$ cat config.mk
export PLATFORM = sky130hd
export DESIGN_NAME = peak_tracker4_flat
export DESIGN_NICKNAME = d
export VERILOG_FILES = /design/src/rtl/peak_tracker4_pkg.sv /design/src/rtl/peak_tracker4_if.sv /design/src/rtl/peak_tracker4_mag_cmp4.sv /design/src/rtl/peak_tracker4.sv /design/src/flat_wrapper.sv
export SDC_FILE = /design/constraint.sdc
export NUM_CORES = 1
export LEC_CHECK = 0
export ABC_AREA = 1
export BUFFER_PORTS_ARGS = -buffer_cell sky130_fd_sc_hd__buf_2
export CAP_MARGIN = 25
export CORE_MARGIN = 1.5
export CORE_UTILIZATION = 55
export CTS_BUF_LIST = sky130_fd_sc_hd__clkbuf_8
export DETAILED_ROUTE_END_ITERATION = 6
export PLACE_DENSITY_LB_ADDON = 0.12
export SETUP_SLACK_MARGIN = 0.2
export SLEW_MARGIN = 10
export SYNTH_ARGS = -nofsm -noshare
export SYNTH_HDL_FRONTEND = slang
export SYNTH_SLANG_ARGS = --single-unit
$ cat constraint.sdc
create_clock -name clk -period 1.55 [get_ports clk]
set_clock_uncertainty 0.2 [all_clocks]
set_input_delay 0.0775 -clock clk [delete_from_list [all_inputs] [get_ports clk]]
set_output_delay 0.0775 -clock clk [all_outputs]
set_load 0.05 [all_outputs]
$ cat src/rtl/peak_tracker4_pkg.sv
`default_nettype none
// ============================================================================
// Module      : peak_tracker4_pkg
// Description : Shared constants for the peak_tracker4 frame statistics block:
//               sample width, FSM state encoding and rise saturation limit.
// Revision    : 1.0 - initial release
// ============================================================================
package peak_tracker4_pkg;

    // Width of one sample and of every statistic derived from it
    localparam int c_data_w = 4;

    // FSM state encoding
    localparam int         c_state_w  = 2;
    localparam logic [1:0] c_st_idle  = 2'd0;
    localparam logic [1:0] c_st_track = 2'd1;
    localparam logic [1:0] c_st_hold  = 2'd2;

    // Rise counter ceiling (largest value a 4-bit count can hold)
    localparam logic [c_data_w-1:0] c_rise_max = 4'd15;

endpackage : peak_tracker4_pkg
`default_nettype wire

$ cat src/rtl/peak_tracker4_if.sv
`default_nettype none
// ============================================================================
// Module      : peak_tracker4_if
// Description : Sample input stream and frame result stream of peak_tracker4.
//               master = producer/consumer side, slave = the tracker itself.
// Revision    : 1.0 - initial release
// ============================================================================
interface peak_tracker4_if;
    import peak_tracker4_pkg::*;

    logic                in_valid;
    logic                in_ready;
    logic [c_data_w-1:0] in_data;
    logic                out_valid;
    logic                out_ready;
    logic [c_data_w-1:0] out_max;
    logic [c_data_w-1:0] out_min;
    logic [c_data_w-1:0] out_rise;

    modport master (
        output in_valid,
        output in_data,
        input  in_ready,
        input  out_valid,
        output out_ready,
        input  out_max,
        input  out_min,
        input  out_rise
    );

    modport slave (
        input  in_valid,
        input  in_data,
        output in_ready,
        output out_valid,
        input  out_ready,
        output out_max,
        output out_min,
        output out_rise
    );

endinterface : peak_tracker4_if
`default_nettype wire

$ cat src/rtl/peak_tracker4_mag_cmp4.sv
`default_nettype none
// ============================================================================
// Module      : mag_cmp4
// Description : 4-bit unsigned magnitude comparator (a vs b).
// Revision    : 1.0 - initial release
// ============================================================================
module mag_cmp4
    import peak_tracker4_pkg::*;
(
    input  wire logic [c_data_w-1:0] a,
    input  wire logic [c_data_w-1:0] b,
    output logic                     eq,
    output logic                     gt,
    output logic                     lt
);

    // Pure unsigned compares; exactly one flag is set for any input pair
    assign eq = (a == b);
    assign gt = (a >  b);
    assign lt = (a <  b);

endmodule : mag_cmp4
`default_nettype wire

$ cat src/rtl/peak_tracker4.sv
`default_nettype none
// ============================================================================
// Module      : peak_tracker4
// Description : Collects FRAME_LEN samples, then presents max, min and the
//               number of rising steps of the frame until it is taken.
// Revision    : 1.0 - initial release
// ============================================================================
module peak_tracker4
    import peak_tracker4_pkg::*;
#(
    parameter int FRAME_LEN = 4
) (
    input  wire logic       clk,
    input  wire logic       rst,
    peak_tracker4_if.slave  bus
);

    localparam logic [c_data_w-1:0] c_frame_len = c_data_w'(FRAME_LEN);

    logic [c_state_w-1:0] r_state;
    logic [c_data_w-1:0]  r_max;
    logic [c_data_w-1:0]  r_min;
    logic [c_data_w-1:0]  r_prev;
    logic [c_data_w-1:0]  r_rise;
    logic [c_data_w-1:0]  r_cnt;
    logic                 r_in_ready;
    logic                 r_out_valid;
    logic [c_data_w-1:0]  r_out_max;
    logic [c_data_w-1:0]  r_out_min;
    logic [c_data_w-1:0]  r_out_rise;

    logic w_eq_max,  w_gt_max,  w_lt_max;
    logic w_eq_min,  w_gt_min,  w_lt_min;
    logic w_eq_prev, w_gt_prev, w_lt_prev;

    logic [c_data_w-1:0] w_max_nxt;
    logic [c_data_w-1:0] w_min_nxt;
    logic [c_data_w-1:0] w_rise_nxt;
    logic [c_data_w-1:0] w_cnt_nxt;
    logic                w_accept;
    logic                w_unused;

    // New sample against the running maximum
    mag_cmp4 u_cmp_max (
        .a  (bus.in_data),
        .b  (r_max),
        .eq (w_eq_max),
        .gt (w_gt_max),
        .lt (w_lt_max)
    );

    // New sample against the running minimum
    mag_cmp4 u_cmp_min (
        .a  (bus.in_data),
        .b  (r_min),
        .eq (w_eq_min),
        .gt (w_gt_min),
        .lt (w_lt_min)
    );

    // New sample against its immediate predecessor
    mag_cmp4 u_cmp_prev (
        .a  (bus.in_data),
        .b  (r_prev),
        .eq (w_eq_prev),
        .gt (w_gt_prev),
        .lt (w_lt_prev)
    );

    // Only the strict flags drive updates; ties leave registers untouched
    assign w_unused = ^{w_eq_max, w_lt_max, w_eq_min, w_gt_min, w_eq_prev, w_lt_prev};

    assign w_accept   = bus.in_valid & r_in_ready;
    assign w_max_nxt  = w_gt_max ? bus.in_data : r_max;
    assign w_min_nxt  = w_lt_min ? bus.in_data : r_min;
    assign w_rise_nxt = (w_gt_prev && (r_rise != c_rise_max)) ? (r_rise + 4'd1) : r_rise;
    assign w_cnt_nxt  = r_cnt + 4'd1;

    assign bus.in_ready  = r_in_ready;
    assign bus.out_valid = r_out_valid;
    assign bus.out_max   = r_out_max;
    assign bus.out_min   = r_out_min;
    assign bus.out_rise  = r_out_rise;

    // Frame FSM with running statistics and registered result/handshake outputs
    always_ff @(posedge clk or posedge rst) begin
        if (rst) begin
            r_state     <= c_st_idle;
            r_max       <= '0;
            r_min       <= '0;
            r_prev      <= '0;
            r_rise      <= '0;
            r_cnt       <= '0;
            r_in_ready  <= 1'b1;
            r_out_valid <= 1'b0;
            r_out_max   <= '0;
            r_out_min   <= '0;
            r_out_rise  <= '0;
        end else begin
            case (r_state)
                c_st_idle: begin
                    if (w_accept) begin
                        r_max   <= bus.in_data;
                        r_min   <= bus.in_data;
                        r_prev  <= bus.in_data;
                        r_rise  <= '0;
                        r_cnt   <= 4'd1;
                        r_state <= c_st_track;
                    end
                end
                c_st_track: begin
                    if (w_accept) begin
                        r_max  <= w_max_nxt;
                        r_min  <= w_min_nxt;
                        r_prev <= bus.in_data;
                        r_rise <= w_rise_nxt;
                        r_cnt  <= w_cnt_nxt;
                        // Last sample of the frame: publish the final statistics
                        if (w_cnt_nxt == c_frame_len) begin
                            r_state     <= c_st_hold;
                            r_in_ready  <= 1'b0;
                            r_out_valid <= 1'b1;
                            r_out_max   <= w_max_nxt;
                            r_out_min   <= w_min_nxt;
                            r_out_rise  <= w_rise_nxt;
                        end
                    end
                end
                c_st_hold: begin
                    // Inputs are ignored until the consumer takes the result
                    if (bus.out_ready) begin
                        r_state     <= c_st_idle;
                        r_in_ready  <= 1'b1;
                        r_out_valid <= 1'b0;
                    end
                end
                default: begin
                    r_state     <= c_st_idle;
                    r_in_ready  <= 1'b1;
                    r_out_valid <= 1'b0;
                end
            endcase
        end
    end

endmodule : peak_tracker4
`default_nettype wire
$ cat src/flat_wrapper.sv
// flat-port wrapper written by rule: the top's interface ports become plain ports
module peak_tracker4_flat import peak_tracker4_pkg::*;
#(
    parameter int FRAME_LEN = 4
)
  (clk, rst, bus_in_valid, bus_in_data, bus_in_ready, bus_out_valid, bus_out_ready, bus_out_max, bus_out_min, bus_out_rise);
  peak_tracker4_if bus_i ();
  input  wire logic clk;
  input  wire logic rst;
  input wire logic [$bits(bus_i.in_valid)-1:0] bus_in_valid;
  input wire logic [$bits(bus_i.in_data)-1:0] bus_in_data;
  output wire logic [$bits(bus_i.in_ready)-1:0] bus_in_ready;
  output wire logic [$bits(bus_i.out_valid)-1:0] bus_out_valid;
  input wire logic [$bits(bus_i.out_ready)-1:0] bus_out_ready;
  output wire logic [$bits(bus_i.out_max)-1:0] bus_out_max;
  output wire logic [$bits(bus_i.out_min)-1:0] bus_out_min;
  output wire logic [$bits(bus_i.out_rise)-1:0] bus_out_rise;
  assign bus_i.in_valid = bus_in_valid;
  assign bus_i.in_data = bus_in_data;
  assign bus_in_ready = bus_i.in_ready;
  assign bus_out_valid = bus_i.out_valid;
  assign bus_i.out_ready = bus_out_ready;
  assign bus_out_max = bus_i.out_max;
  assign bus_out_min = bus_i.out_min;
  assign bus_out_rise = bus_i.out_rise;
  peak_tracker4 #(.FRAME_LEN(FRAME_LEN)) u_core (.clk(clk), .rst(rst), .bus(bus_i));
endmodule
==> results.cfg, run 1 <==
[logic_synthesis]
ys_types = 25
synth.area.top_cells = dfrtp_1 43%, nand2_1 15%, ha_1 8.6%, nand3_1 8.6%, inv_1 6.1%
ys_warn_count = 0
synth_top_area_share_pct = 43.0
synth.yosys.seq_area_share_pct = 44.3
syn_nets = 281
syn_avg_cell_area_sq_um = 7.86
synth_seq_cells = 36
syn_inst = 259
synth_area_leader_cell = dfrtp_1
synth.cell_area_sq_um = 2040

[detailed_routing]
drc = 0
drt_iter0_drc = 282
ant_nets = 0
wl_per_cell_um = 20.2
viasPerCell = 5.96
first_pass_iters = 5
wirelength_mm = 7.54
vias = 2228

[clock_network]
clockRootBuffer = clkbuf_8
htreeDepth = 2
clk_latency_ps = 290
cts_tree = yes
numCtsBuffers = 5
cts.sinks = 36
clkSlewWorstSetupHoldPaths_ps = 80
cts_buffer_depth = 2

[critical_path]
cp_max_fo = 4
crit_arrival_ps = 1870
cp.required_ps = 1580
reg2reg_to = u_core.bus.out_rise[1]
reg2reg_slack_ps = -300
crit_path_frequent_cell = nand2_1
crit_slowest_cell = dfrtp_1
reg2reg_from = u_core.r_cnt[0]
cp-end-kind = register
cp-start-kind = register
crit_chain = ha_2, xnor2_1, nor2_1, nand2_1, nor2_4, buf_4, nand3_1, nand2_1
worstSetupPathType = register to register
max_stage_delay_ps = 420
r2r_cells = 8

[sta]
rsz0062_at_grt = true
fin_ws_ps = -295
hold_viol_final = 0
setup_tns_ps = -5710
setup_viol = 30
max_freq_mhz = 542
fin_crit_sh_pct = 119
slew-limit-headroom_pct = 68.3
post-route-min-period_ps = 1850
tightest_slew_ps = 475
drv_slew = 0

[floorplan]
initial_utilization_pct = 59.1
core_sq_um = 3440
die_width_um = 63.8
io-pin-count = 22
die_h_um = 63.8
dieArea_sq_um = 4080
rows = 21

[global_route]
grt_pass1_vias = 2104
use_met3_pct = 6.69
grt_max_degree = 37
grt_pass1_wl_mm = 9.58
grt_busiest_layer = met2
overflow = 0
antenna_found_initial = 0
globalRouteMet1Util_pct = 37.3
grt_usage_pct = 30.7
met2_usage_pct = 51.4

[hold_path]
hold_path_end = u_core.r_state[0]
hold_class = input port to register
min_from = bus_in_valid
hold_depth = 5

[placement]
placed_area_sq_um = 2340
io_buffers = 21
gp_congestion = 0.825
hpwl_mm = 3.23

[cells_and_area]
mostFrequentLayoutCells = 52 x nand2_1, 35 x dfrtp_1, 24 x buf_4
drive_above_1_share_pct = 50.0
synthToLayoutAreaGrowth_pct = 55.1
nets = 349
layout.area.seq_sq_um = 902
stdcell_area_sq_um = 3160
final_core_util_pct = 91.7
n_fill_cell = 124
layout_commonest_cell = nand2_1
multi_input_area_sq_um = 1430
diodes = 0

[power_and_ir_drop]
totalPowerFinal_mw = 2.11
powerDensity_nw_per_um2 = 670
vdd_drop_max_uv = 609
leakage_nw = 1.61

[flow_run]
max_cap_viol_count = 0

[outcome]
violations = setup timing
status = finished, violations left
[stage by stage]
| step | cells | worst slack (ps) | hold slack (ps) |
|---|---|---|---|
| detailed placement | 342 | -175 | 4.01 |
| global placement | 342 | -156 | -1.52 |
| finish | 374 | -295 | 32.2 |
| floorplan | 259 | -147 | -1.55 |
| CTS | 365 | -126 | -2.20 |
| global route | 374 | -372 | 51.3 |
[synthesized netlist by cell type]
library cell	instances
dfrtp_1	35
nand2_4	1
dfstp_2	1
nor2_1	14
ha_1	14
a21oi_2	1
nand3b_1	1
nor2_4	2
nor3_1	1
xor2_1	2
nand2_1	84
nor2_8	1
a21oi_1	13
buf_6	1
inv_2	3
buf_4	2
a22oi_2	1
nand4_1	3
o21ai_0	6
nand3_1	35
xnor2_1	1
o21bai_1	1
a22o_1	1
inv_1	33
o21ai_1	2
[final cells by class]
type	count	area share, %
clock buffer	7	3.05
clock inverter	1	0.951
inverter	36	4.52
multi-input combinational	184	45.2
sequential	36	28.6
tap	46	1.82
timing repair buffer	64	15.9
[where the power goes]
| part | internal (mW) | total, mW | switching [mW] |
|---|---|---|---|
| Clock | 0.568 | 0.933 | 0.365 |
| Combinational | 0.0888 | 0.242 | 0.153 |
| Sequential | 0.938 | 0.938 | 0 |
[flip-flops by register name (all words and copies together) (netlist names)]
name	cells
u_core.bus.in_ready	1
u_core.bus.out_rise	4
u_core.bus.out_max	4
u_core.r_state	2
u_core.bus.out_valid	1
u_core.r_rise	4
u_core.bus.out_min	4
u_core.r_prev	4
u_core.r_cnt	4
u_core.r_min	4
u_core.r_max	4
[cells by family after synthesis]
family / count (synthesis) / synth area share, %
buf+inv: 39 / 7.93
simple gates: 142 / 30.9
xor+xnor: 3 / 1.29
fa+ha+maj: 14 / 8.60
compound gates: 25 / 7.01
flops: 36 / 44.3
[critical path, delay by kind of cell, from the launching register on]
kind | cells | cell delay (ps)
and+or+nand+nor | 5 | 650
xor gates and xnor gates | 1 | 150
DFF | 1 | 420
buffers and inverters | 1 | 170
adders and majority gates | 1 | 200
[what timing repair did]
action                                  in CTS  in global routing
hold endpoints to repair                    43                  0
endpoints found under the setup margin      36                 37
cloned                                       1                  0
gates resized for setup                     70                 55
pin swaps                                   19                 19
setup buffers                                8                  9
hold buffers                                 6                  0
[worst max path at each step]
stage	startpoint	endpoint	slack, ps
3_3_place_gp	u_core.r_min[3]	u_core.r_min[1]	-160
5_1_grt	u_core.r_cnt[0]	u_core.bus.out_rise[1]	-370
6_report	u_core.r_cnt[0]	u_core.bus.out_rise[1]	-300
4_1_cts	u_core.r_cnt[1]	u_core.bus.out_max[2]	-130
3_5_place_dp	u_core.r_min[3]	u_core.r_min[1]	-170
2_1_floorplan	u_core.bus.in_ready	u_core.r_min[3]	-150
[routing by layer]
layer	vias to the layer above	part of all wire (%)	wire length [um]
met5	-	0	0
met4	0	5.2	393
met3	51	7.1	534
met2	155	49	3720
met1	1055	38	2890
li1	967	-	-
No activity file was read; power rests on OpenSTA's default activity.
==> inputs of run 2 (changes only) <==
- CTS_BUF_LIST: sky130_fd_sc_hd__clkbuf_8 -> sky130_fd_sc_hd__clkbuf_2
- SKIP_LAST_GASP: unset -> 1
==> run 2 against run 1 <==
Clock-buffer cell count decreased by 2. The flow still finishes with violations (setup timing). Critical endpoint is now u_core.bus.out_min[2]. Worst setup slack got worse by 1.9 ps. Largest cell class unchanged. Cell count increased by 0.80%. Hold slack improved by 33 ps.
==> results.cfg, run 2 (synthesis gave the netlist of run 1 again) <==
[outcome]
status = finished, violations left
violations = setup timing

[detailed_routing]
first_pass_iters = 5
vias = 2261
ant_nets = 0
drc = 0
viasPerCell = 6.00
wl_per_cell_um = 19.9
drt_iter0_drc = 227
wirelength_mm = 7.50

[critical_path]
r2r_cells = 8
worstSetupPathType = register to register
max_stage_delay_ps = 470
worstSetupPathDepth = 8
crit_family = simple AND/OR/NAND/NOR gates
cp.buffers_inverters = 1
crit_slowest_cell = dfrtp_1
crit_chain = ha_2, xnor2_1, nor2_1, nand2_1, nor2_4, buf_4, nand3_1, nand2_1
cp_max_fo = 4
cp.required_ps = 1690
crit_path_frequent_cell = nand2_1
crit_arrival_ps = 1990
cp-start-kind = register
cp-end-kind = register

[sta]
slew-limit-headroom_pct = 67.8
post-route-min-period_ps = 1850
max_freq_mhz = 541
fin_crit_sh_pct = 119
hold_viol_final = 0
drv_slew = 0
rsz0062_at_grt = true
fin_ws_ps = -297
setup_viol = 32
tightest_slew_ps = 482

[power_and_ir_drop]
vdd_drop_max_uv = 624
leakage_nw = 1.58
totalPowerFinal_mw = 1.78
p_clk_share_pct = 34.3
p_int_mw = 1.29
swShare_pct = 27.7
powerDensity_nw_per_um2 = 574
p_comb_share_pct = 12.8
seqPwrFrac_pct = 52.8
p_sw_mw = 0.493

[clock_network]
clk_latency_ps = 400
cts_tree = yes
cts_buffer_depth = 2
cts.sinks = 36
htreeDepth = 2
clkSlewWorstSetupHoldPaths_ps = 220
clockRootBuffer = clkbuf_2
numCtsBuffers = 5

[global_route]
grt_usage_pct = 29.0
grt_pass1_wl_mm = 9.13
antenna_found_initial = 0
grt_pass1_vias = 1971
overflow = 0
grt_max_degree = 37

[cells_and_area]
mostFrequentLayoutCells = 57 x nand2_1, 35 x dfrtp_1, 32 x buf_4
drive_above_1_share_pct = 47.1
layout_commonest_cell = nand2_1
diodes = 0
synthToLayoutAreaGrowth_pct = 52.4
nets = 352

[placement]
hpwl_mm = 3.23
io_buffers = 21
dp_slack_ps = -175
gp_congestion = 0.825

[floorplan]
core_sq_um = 3440
initial_utilization_pct = 59.1
rows = 21
dieArea_sq_um = 4080
die_h_um = 63.8
io-pin-count = 22
die_width_um = 63.8

[hold_path]
hold_class = input port to register
hold_depth = 5

[flow_run]
max_cap_viol_count = 0
[run 2: cell count changes in the layout (fill, tap and decap cells not counted), sizes merged]
cell,change
buf,-8
clkbuf,+8
clkinv,+2
dlygate4sd3,+1
[run 2: tightest hold or removal path, delay by kind of cell]
family | cells | cell delay [ps]
AOI/OAI and AO/OA | 1 | 50
and+or+nand+nor | 2 | 220
buffers and inverters | 2 | 280
[run 2: through the flow]
step	hold WS, ps	util, %	area, sq um	cells	setup TNS, ps
finish	65.3	90.1	3100	377	-5700
global route	72.9	90.1	3100	377	-7750
CTS	-152	77.5	2670	359	-2510
detailed placement	4.01	68.0	2340	342	-3520
global placement	-1.52	68.0	2340	342	-2490
floorplan	-1.55	-	2070	259	-3230
[run 2: cell type report]
type,count,area (sq um)
clock buffers,5,25.0
clock inverters,3,37.5
fillers,147,339
inverters,36,143
multi-input cells,184,1370
flip-flops and latches,36,902
well taps,46,57.6
repair buffers,67,569
[run 2: final timing paths]
kind	start	to	slack (ps)
worst min register to register	u_core.bus.out_rise[2]	u_core.bus.out_rise[2]	320
worst max register to register	u_core.r_cnt[1]	u_core.bus.out_min[2]	-300
worst max-delay path	u_core.r_cnt[1]	u_core.bus.out_min[2]	-300
min in group asynchronous	rst	u_core.bus.out_min[1]	130
max in group asynchronous	rst	u_core.bus.in_ready	660
worst min-delay path	bus_in_data[3]	u_core.r_max[3]	70
[run 2: timing repair]
item                                    4_1_cts  5_1_grt
pin swaps                                    19       26
hold buffers                                  6        1
buffers inserted                              3       16
cloned                                        0        1
endpoints found under the setup margin       36       50
resized for setup                            46       82
endpoints found under the hold margin        58        1
[run 2: power groups by stage]
stage / Combinational, mW / Sequential [mW] / Clock [mW]
final: 0.228 / 0.941 / 0.611
after global routing: 0.244 / 0.941 / 0.641
after CTS: 0.158 / 0.941 / 0.598
after detailed placement: 0.117 / 0.957 / 0
after global placement: 0.114 / 0.957 / 0
after floorplan: 0.0735 / 0.957 / 0
[run 2: routing by layer]
layer / wire length (um) / global-route usage, % / part of all wire [%]
met3: 509 / 7.04 / 6.8
met2: 3870 / 48.4 / 52
met5: 0 / 0 / 0
met4: 417 / 9.51 / 5.6
met1: 2700 / 36.9 / 36
==> inputs of run 3 (changes only) <==
- RECOVER_POWER: unset -> 25
==> run 3 against run 2 <==
The run still ends with setup timing left. Critical path depth unchanged. Largest cell class unchanged. Sequential power about the same. Sequential cell count unchanged. Combinational power about the same. Die area unchanged. Sequential share of layout area about the same. Worst setup slack improved by 1.8 ps.
==> results.cfg, run 3 (synthesis gave the netlist of run 1 again) <==
[outcome]
status = finished, violations left
violations = setup timing

[floorplan]
initial_utilization_pct = 59.1
rows = 21
dieArea_sq_um = 4080
core_sq_um = 3440
die_width_um = 63.8
io-pin-count = 22
die_h_um = 63.8

[sta]
setup_viol = 31
rsz0062_at_grt = true
drv_slew = 0
hold_viol_final = 0
tightest_slew_ps = 937
holdWs_ps = 65.2
max_freq_mhz = 542
fin_crit_sh_pct = 119
slew-limit-headroom_pct = 37.6
fin_ws_ps = -295
post-route-min-period_ps = 1850

[detailed_routing]
drt_iter0_drc = 227
routed-wl-met2_mm = 3.89
viasPerCell = 5.92
drc = 0
highest_layer = met4
wl_met3_um = 507
wl_per_cell_um = 19.9
vias = 2233
ant_nets = 0
wirelength_mm = 7.51
met1Wirelength_mm = 2.72
first_pass_iters = 5

[cells_and_area]
stdcell_area_sq_um = 3100
fin_cells = 377
mostFrequentLayoutCells = 57 x nand2_1, 35 x dfrtp_1, 31 x buf_4
synthToLayoutAreaGrowth_pct = 52.3
nets = 352
drive_above_1_share_pct = 47.1
diodes = 0
n_fill_cell = 148
layout_commonest_cell = nand2_1

[clock_network]
clkSlewWorstSetupHoldPaths_ps = 220
clockRootBuffer = clkbuf_2
numCtsBuffers = 5
cts_tree = yes
htreeDepth = 2
cts_buffer_depth = 2
cts.sinks = 36
clk_latency_ps = 400

[critical_path]
crit_chain = ha_2, xnor2_1, nor2_1, nand2_1, nor2_4, buf_4, nand3_1, nand2_1
cp.buffers_inverters = 1
cp.required_ps = 1690
crit_slowest_cell = dfrtp_1
crit_family = simple AND/OR/NAND/NOR gates
cp_max_fo = 4
max_stage_delay_ps = 470
crit_path_frequent_cell = nand2_1
cp-end-kind = register
cp-start-kind = register
reg2reg_slack_ps = -300
crit_arrival_ps = 1990
worstSetupPathType = register to register

[placement]
hpwl_mm = 3.23
placed_cells = 342
io_buffers = 21
placed_area_sq_um = 2340
dp_slack_ps = -175
gp_congestion = 0.825

[power_and_ir_drop]
leakage_nw = 1.58
powerDensity_nw_per_um2 = 575
vdd_drop_max_uv = 624

[flow_run]
max_cap_viol_count = 0

[global_route]
overflow = 0
grt_max_degree = 37
antenna_found_initial = 0
grt_pass1_vias = 1971
grt_pass1_wl_mm = 9.13
grt_usage_pct = 29.0

[hold_path]
hold_class = input port to register
## run 3: path summary, 6_finish.rpt
check / to / cells past startpoint / start
min in group asynchronous: u_core.bus.out_min[1] / 4 / rst
setup / recovery: u_core.bus.out_min[2] / 8 / u_core.r_cnt[1]
hold / removal: u_core.r_max[3] / 5 / bus_in_data[3]
setup reg to reg: u_core.bus.out_min[2] / 8 / u_core.r_cnt[1]
max in group asynchronous: u_core.r_max[3] / 4 / rst
hold reg to reg: u_core.bus.out_rise[2] / 2 / u_core.bus.out_rise[2]
## run 3: what timing repair did
action	CTS	global route
pin swaps	19	26
resized for setup	46	82
hold endpoints to repair	58	1
gates cloned	0	1
buffers inserted	3	16
endpoints found under the setup margin	36	50
hold buffers	6	1
## run 3: stage by stage
step / setup TNS, ps / utilization, % / total power, mW
6_report: -5640 / 90.1 / 1.78
5_1_grt: -7750 / 90.1 / 1.82
4_1_cts: -2510 / 77.5 / 1.70
3_5_place_dp: -3520 / 68.0 / 1.07
3_3_place_gp: -2490 / 68.0 / 1.07
2_1_floorplan: -3230 / - / 1.03
## run 3: power breakdown
group	leakage, nW	switching (mW)	internal (mW)
Clock	0.0380	0.352	0.263
Combinational	1.06	0.145	0.0823
Sequential	0.479	0	0.941
## run 3: worst register-to-register path: stages, from the launching register on
cell and delay [ps]:
dfrtp_1 470, ha_2 190, xnor2_1 140, nor2_1 90, nand2_1 120, nor2_4 180
buf_4 170, nand3_1 120, nand2_1 100
## run 3: layout make-up
class	instances	area (sq um)	share of cell area, %
tap	46	57.6	1.86
timing repair buffer	67	567	18.3
multi-input combinational	184	1370	44.1
clock buffer	5	25.0	0.807
sequential	36	902	29.1
clock inverter	3	37.5	1.21
inverter	36	143	4.60
## run 3: layer usage
metal / GRT usage (%) / vias to the layer above
met5: 0 / -
met4: 9.51 / 0
met3: 7.04 / 44
met2: 48.4 / 153
met1: 36.9 / 1067
li1: - / 969
